==> src/rtl/sub_serial_pkg.sv <==
// rtl/sub_serial_pkg.sv - shared state encoding and width helper for the serial subtractor
package sub_serial_pkg;

  typedef enum logic [1:0] {IDLE, RUN, DONE} sub_state_t;

  function automatic int cnt_w(input int n);
    return (n <= 1) ? 1 : $clog2(n);
  endfunction

endpackage

==> src/rtl/sub_serial_n_dff.sv <==
// rtl/sub_serial_n_dff.sv - W-bit register with synchronous active-high reset
module dff_n #(
  parameter int W = 1
) (
  input  logic         clk_i,
  input  logic         rst_i,
  input  logic [W-1:0] d_i,
  output logic [W-1:0] q_o
);

  always_ff @(posedge clk_i) begin
    if (rst_i) q_o <= '0;
    else       q_o <= d_i;
  end

endmodule

==> src/rtl/sub_serial_n_fs_1bit.sv <==
// rtl/sub_serial_n_fs_1bit.sv - combinational 1-bit full subtractor cell (a - b - bin)
module FS_1bit (
  input  logic a,
  input  logic b,
  input  logic bin,
  output logic d,
  output logic bout
);

  assign d    = a ^ b ^ bin;
  assign bout = (~a & b) | (~(a ^ b) & bin);

endmodule

==> src/rtl/sub_serial_n.sv <==
// rtl/sub_serial_n.sv - bit-serial N-bit subtractor, LSB first, start/ready/done handshake
// Optional signed overflow output ovf_o enabled by SUB_SIGNED_OVF_EN.
module sub_serial_n
  import sub_serial_pkg::*;
#(
  parameter int N = 8
) (
  input  logic         clk_i,
  input  logic         rst_i,
  input  logic         start_i,
  input  logic [N-1:0] data0_i,
  input  logic [N-1:0] data1_i,
  output logic         ready_o,
  output logic         done_o,
  output logic [N-1:0] diff_o,
`ifdef SUB_SIGNED_OVF_EN
  output logic         ovf_o,
`endif
  output logic         borrow_o
);

  localparam int CW = cnt_w(N);
  localparam logic [CW-1:0] CNT_LAST = CW'(N - 1);

  sub_state_t    state_q, state_d;
  logic [CW-1:0] cnt_q, cnt_d;
  logic [N-1:0]  a_q, a_d;
  logic [N-1:0]  b_q, b_d;
  logic [N-1:0]  res_q, res_d;
  logic          borrow_q, borrow_d;
  logic          br_q, br_d;
  logic          fs_d, fs_bout;

  FS_1bit u_fs (
    .a    (a_q[0]),
    .b    (b_q[0]),
    .bin  (br_q),
    .d    (fs_d),
    .bout (fs_bout)
  );

  dff_n #(.W(1)) u_br (
    .clk_i (clk_i),
    .rst_i (rst_i),
    .d_i   (br_d),
    .q_o   (br_q)
  );

`ifdef SUB_SIGNED_OVF_EN
  logic a_msb_q, a_msb_d;
  logic b_msb_q, b_msb_d;
  logic ovf_q, ovf_d;
`endif

  always_comb begin
    state_d  = state_q;
    cnt_d    = cnt_q;
    a_d      = a_q;
    b_d      = b_q;
    res_d    = res_q;
    borrow_d = borrow_q;
    br_d     = br_q;
`ifdef SUB_SIGNED_OVF_EN
    a_msb_d  = a_msb_q;
    b_msb_d  = b_msb_q;
    ovf_d    = ovf_q;
`endif
    case (state_q)
      IDLE: begin
        if (start_i) begin
          a_d     = data0_i;
          b_d     = data1_i;
          br_d    = 1'b0;
          cnt_d   = '0;
          state_d = RUN;
`ifdef SUB_SIGNED_OVF_EN
          a_msb_d = data0_i[N-1];
          b_msb_d = data1_i[N-1];
`endif
        end
      end
      RUN: begin
        // Result fills from the top so bit 0 lands in the LSB after N shifts.
        res_d        = res_q >> 1;
        res_d[N-1]   = fs_d;
        a_d          = a_q >> 1;
        b_d          = b_q >> 1;
        br_d         = fs_bout;
        cnt_d        = cnt_q + CW'(1);
        if (cnt_q == CNT_LAST) begin
          state_d  = DONE;
          borrow_d = fs_bout;
`ifdef SUB_SIGNED_OVF_EN
          ovf_d    = (a_msb_q ^ b_msb_q) & (a_msb_q ^ fs_d);
`endif
        end
      end
      DONE: begin
        state_d = IDLE;
      end
      default: begin
        state_d = IDLE;
      end
    endcase
  end

  always_ff @(posedge clk_i) begin
    if (rst_i) begin
      state_q  <= IDLE;
      cnt_q    <= '0;
      a_q      <= '0;
      b_q      <= '0;
      res_q    <= '0;
      borrow_q <= 1'b0;
`ifdef SUB_SIGNED_OVF_EN
      a_msb_q  <= 1'b0;
      b_msb_q  <= 1'b0;
      ovf_q    <= 1'b0;
`endif
    end else begin
      state_q  <= state_d;
      cnt_q    <= cnt_d;
      a_q      <= a_d;
      b_q      <= b_d;
      res_q    <= res_d;
      borrow_q <= borrow_d;
`ifdef SUB_SIGNED_OVF_EN
      a_msb_q  <= a_msb_d;
      b_msb_q  <= b_msb_d;
      ovf_q    <= ovf_d;
`endif
    end
  end

  assign ready_o  = (state_q == IDLE);
  assign done_o   = (state_q == DONE);
  assign diff_o   = res_q;
  assign borrow_o = borrow_q;
`ifdef SUB_SIGNED_OVF_EN
  assign ovf_o    = ovf_q;
`endif

endmodule

==> config.mk <==
export PLATFORM = sky130hd
export DESIGN_NAME = sub_serial_n
export DESIGN_NICKNAME = d
export VERILOG_FILES = /design/src/rtl/sub_serial_pkg.sv /design/src/rtl/sub_serial_n_dff.sv /design/src/rtl/sub_serial_n_fs_1bit.sv /design/src/rtl/sub_serial_n.sv
export SDC_FILE = /design/constraint.sdc
export NUM_CORES = 1
export LEC_CHECK = 0
export CORE_ASPECT_RATIO = 0.8
export CORE_MARGIN = 2
export CORE_UTILIZATION = 52
export DETAILED_ROUTE_END_ITERATION = 8
export GPL_TIMING_DRIVEN = 0
export PLACE_DENSITY = 0.94
export SLEW_MARGIN = 5
export SYNTH_ARGS = -nofsm -noshare
export SYNTH_HDL_FRONTEND = slang
export SYNTH_SLANG_ARGS = --single-unit
==> constraint.sdc <==
create_clock -name clk_i -period 3.51 [get_ports clk_i]
set_input_delay 0.702 -clock clk_i [delete_from_list [all_inputs] [get_ports clk_i]]
set_output_delay 0.702 -clock clk_i [all_outputs]
set_load 0.1 [all_outputs]
## Yosys cells after proc, flatten, opt, wreduce, memory -nomap -nowiden

Cells that the tools add are included.

- Bits in registers: 31
- Logic and storage cells: 36
- Output and inout port bits: 11

- Reductions and logical operators: 5
- Multiplexer cells: 11
- Add/sub/neg operators: 1
- Eq/ne operators: 5
- Bitwise logic cells: 7

Operators with widths:

| kind | number |
|---|---|
| $pmux W8 S2 | 2 |
| $mux W8 | 2 |
| $pmux W3 S2 | 1 |
| $reduce_and A2 Y1 | 3 |
| $mux W2 | 2 |
| $ne A2 B2 Y1 const B | 2 |
| $pmux W2 S2 | 1 |
| $add A3 B1 Y3 const B | 1 |
| $eq A3 B3 Y1 const B | 1 |
| $mux W3 | 1 |
| $and A1 B1 Y1 | 2 |
| $eq A2 B1 Y1 const B | 1 |
| $eq A2 B2 Y1 const B | 1 |
| $logic_not A2 Y1 | 1 |
| $not A1 Y1 | 2 |
| $pmux W1 S2 | 1 |
| $reduce_bool A2 Y1 | 1 |
| $xor A1 B1 Y1 | 2 |
| $mux W1 | 1 |
| $or A1 B1 Y1 | 1 |

## Depth between registers and ports, before layout

- Depth after elaboration: 5
- Gate-level depth with buffers: 6
- Gate-level depth less buffers: 4

## Hierarchy

From an unflattened synthesis, not the netlist that was laid out.

- Cells, all modules: 138
- Area total of the unflattened synthesis: 1,328.8 µm²

By module, submodules not included:

| module | cells an instance | area each (µm²) | instances | sequential area each (µm²) |
|---|---|---|---|---|
| sub_serial_n | 132 | 1,263.7 | 1 | 600.6 |
| dff_n | 2 | 33.8 | 1 | 20.0 |
| FS_1bit | 4 | 31.3 | 1 | 0.0 |

## Worst setup path before layout

Ideal clock, no wire load.

- Kind: reg2out
- Start: register state_q[0]
- End: output done_o
- Data arrival time: 1,783 ps
- Path slack: 1,025 ps
- Stages on the path, launching flop included: 3
- Buffers on the path: 1
- Path through: dfxtp_1 -> buf_2 -> nor2b_1

- Longest elaborated chain between the ends: 1

RTL lines:

| element | RTL line | source |
|---|---|---|
| from (decl) | sub_serial_n.sv:25 | `sub_state_t state_q, state_d;` |
| from (signal assigned) | sub_serial_n.sv:121 | `state_q <= state_d;` |
| $eq A2 B2 Y1 | sub_serial_n.sv:136 | `assign done_o = (state_q == DONE);` |
| to (decl) | sub_serial_n.sv:14 | `output logic done_o,` |

Every way passes these cells.

## Final worst setup path

Ends and elaborated chain as after synthesis.

==> results_dict.tcl <==
set metrics [dict create \
    final_area_sq_um 1680 \
    setup_viol 0 \
    grt_max_degree 11 \
    fin_setup_tns_ns 0 \
    cp.required_ns 2.81 \
    post_cts_resized 0 \
    end_kind "output pin" \
    synth_seq_area_share_pct 47.7 \
    avgSynthCellArea_sq_um 9.29 \
    root_buffer "clkbuf_4" \
    drt-initial-drc-count 58 \
    syn_area_sq_um 1300 \
    cts_sinks 31 \
    post-route-min-period_ns 2.78 \
    die_w_microns 59.9 \
    wl_mm 2.92 \
    area_delta_synth_final_pct 29.5 \
    cts_tree "done" \
    p_switching_w 0.000201 \
    synthCells 140 \
    clk_path_buf_depth 2 \
    p_sw_share_pct 27.1 \
    cts_max_level 2 \
    rr_worst_depth 6 \
    cts_buffers 5 \
    yosysWarnings 0 \
    place_congestion 0.719 \
    cp.arrival_ns 2.08 \
    final_max_slew_viol_count 0 \
    multiInputGateArea_sq_um 604 \
    cp_max_fo 10 \
    rrSetupSlack_ns 2.06 \
    viasPerCell 5.56 \
    routedWlPerCell_microns 14.4 \
    nNetsFinal 197 \
    period_share_pct 79.3 \
    ctsHoldBuffers 0 \
    grt_overflow 0 \
    route.detailed.drc 0 \
    critical_path.reg2reg.startpoint "state_q[1]$_SDFFE_PP0P_" \
    start_util_pct 54.1 \
    outcome "finished, final reports clean" \
    drive_gt1_share_pct 14.8 \
    final_cell_mix "32 x nor2_1, 31 x dfxtp_1, 28 x clkdlybuf4s50_1" \
    coreArea_sq_um 2400 \
    max_freq_mhz 359 \
    holdCritStartpoint "diff_o[0]$_SDFFE_PP0P_" \
    grtUsageTotal_pct 22.3 \
    internal_power_w 0.000540 \
    antenna_found_initial 0 \
    hpwlAfterDp_mm 2.22 \
    seqPwrFrac_pct 51.8 \
    path_class "reg2out" \
    clk_pin_slew_ns 0.10 \
    syn_nets 162 \
    vias 1129 \
    power_frac_comb_pct 16.1 \
    reg2reg_to "a_q[1]$_SDFFE_PP0P_" \
    antenna_cells 0 \
    min_path_cells 2 \
    grt_pass1_vias 1099 \
    dr.pass1.iters 4 \
    fp-row-count 16 \
    die-area_sq_um 2920 \
    hold_class "reg2reg" \
    ys_ff_latch 31 \
    finClkSkew_ns 0.00594 \
    ir_drop_v 0.000234 \
    holdPathEnd "diff_o[0]$_SDFFE_PP0P_" \
    rsz0062_at_grt "no" \
    tightestPinTransition_ns 0.976 \
    post_cts_buffers 0 \
    cap_violations 0 \
    die_y_microns 48.7 \
    portBuffers 28 \
    start_kind "flop" \
    clk_latency_ns 0.33 \
    ys_types 26 \
    power.leakage_nw 0.626 \
    placed_area_sq_um 1610 \
    p_clk_share_pct 32.1 \
    slew_headroom_pct 34.7 \
    nFillCells 185 \
    regArea_sq_um 621 \
    powerDensity_nw_per_um2 441 \
    layout_commonest_cell "nor2_1" \
    ant_nets 0 \
    grt_pass1_wl_mm 4.74 \
    hold_violations 0 \
    pin_count 30 \
]
-- critical path, stage by stage, from the launching register on --
cell             delay, ns
dfxtp_1               0.32
buf_2                 0.16
nor2b_1               0.12
clkdlybuf4s50_1       1.14
-- metrics by stage --
step	power [W]	hold slack, ns	instances	utilization [%]	setup WS [ns]
4_1_cts	0.000744	0.475	203	70.1	0.715
3_3_place_gp	0.000504	0.443	195	67.2	1.11
3_5_place_dp	0.000511	0.462	195	67.2	1.11
2_1_floorplan	0.000468	0.440	140	-	1.03
6_report	0.000742	0.468	203	70.1	0.727
5_1_grt	0.000773	0.503	203	70.1	0.658
-- final cells by class --
cell class	count	share of cell area, %
Multi-Input combinational cell	95	35.9
Sequential cell	31	36.9
Clock buffer	8	4.09
Buffer	11	3.79
Timing Repair Buffer	28	16.7
Tap cell	27	2.01
Inverter	3	0.669
-- cell families (layout without fill, tap and decap cells) --
kind of cell | count (synthesis) | after routing | share of synthesized area [%]
AO/OA/AOI/OAI | 35 | 35 | 24.1
buffers and inverters | 14 | 50 | 5.77
multiplexers | 1 | 1 | 0.770
flip-flops | 31 | 31 | 47.7
adder cells (fa/ha/maj) | 3 | 3 | 3.46
AND/OR/NAND/NOR | 56 | 56 | 18.2
-- Yosys cell counts, drive strengths merged --
cell / instances / share of area (%)
a211oi: 1 / 0.58
a21oi: 12 / 4.6
a22oi: 2 / 1.2
a2bb2oi: 1 / 0.67
a311oi: 1 / 0.67
and2b: 1 / 0.58
and3: 1 / 0.48
buf: 8 / 4.0
clkbuf: 3 / 0.87
dfxtp: 31 / 48
fa: 1 / 1.5
ha: 2 / 1.9
inv: 3 / 0.87
mux2i: 1 / 0.77
nand2: 16 / 4.6
nand2b: 1 / 0.48
nand3b: 2 / 1.2
nor2: 32 / 9.2
nor2b: 2 / 0.96
o21ai: 2 / 0.77
o21ba: 1 / 0.77
o21bai: 1 / 0.58
o221ai: 14 / 14
or3b: 1 / 0.67
-- sequential cells by signal (all words and copies together) (netlist names) --
signal	count
cnt_q	3
state_q	2
a_q	8
borrow_o	1
b_q	8
diff_o	8
u_br.q_o	1
-- worst max path at each step --
stage / from / endpoint / slack (ns) / depth (start not counted)
6_report: state_q[0]$_SDFFE_PP0P_ / done_o / 0.73 / 3
5_1_grt: state_q[0]$_SDFFE_PP0P_ / done_o / 0.66 / 3
4_1_cts: state_q[0]$_SDFFE_PP0P_ / done_o / 0.71 / 3
3_5_place_dp: state_q[0]$_SDFFE_PP0P_ / done_o / 1.11 / 3
3_3_place_gp: state_q[0]$_SDFFE_PP0P_ / done_o / 1.11 / 3
2_1_floorplan: state_q[0]$_SDFFE_PP0P_ / done_o / 1.03 / 2
-- routing by layer --
| metal | track usage (%) | wire length [microns] |
|---|---|---|
| met5 | 0 | 0 |
| met4 | 11.9 | 73 |
| met3 | 8.29 | 146 |
| met2 | 34.2 | 1430 |
| met1 | 26.7 | 1270 |
-- power groups by stage --
| stage | Clock [W] | Combinational [W] | Sequential, W |
|---|---|---|---|
| 5_1_grt | 0.000258 | 0.000129 | 0.000386 |
| 2_1_floorplan | 0 | 0.0000683 | 0.000400 |
| 3_3_place_gp | 0 | 0.000114 | 0.000391 |
| 3_5_place_dp | 0 | 0.000119 | 0.000392 |
| 4_1_cts | 0.000240 | 0.000119 | 0.000384 |
| 6_report | 0.000238 | 0.000119 | 0.000384 |
Power figures use the tool's default switching activity.
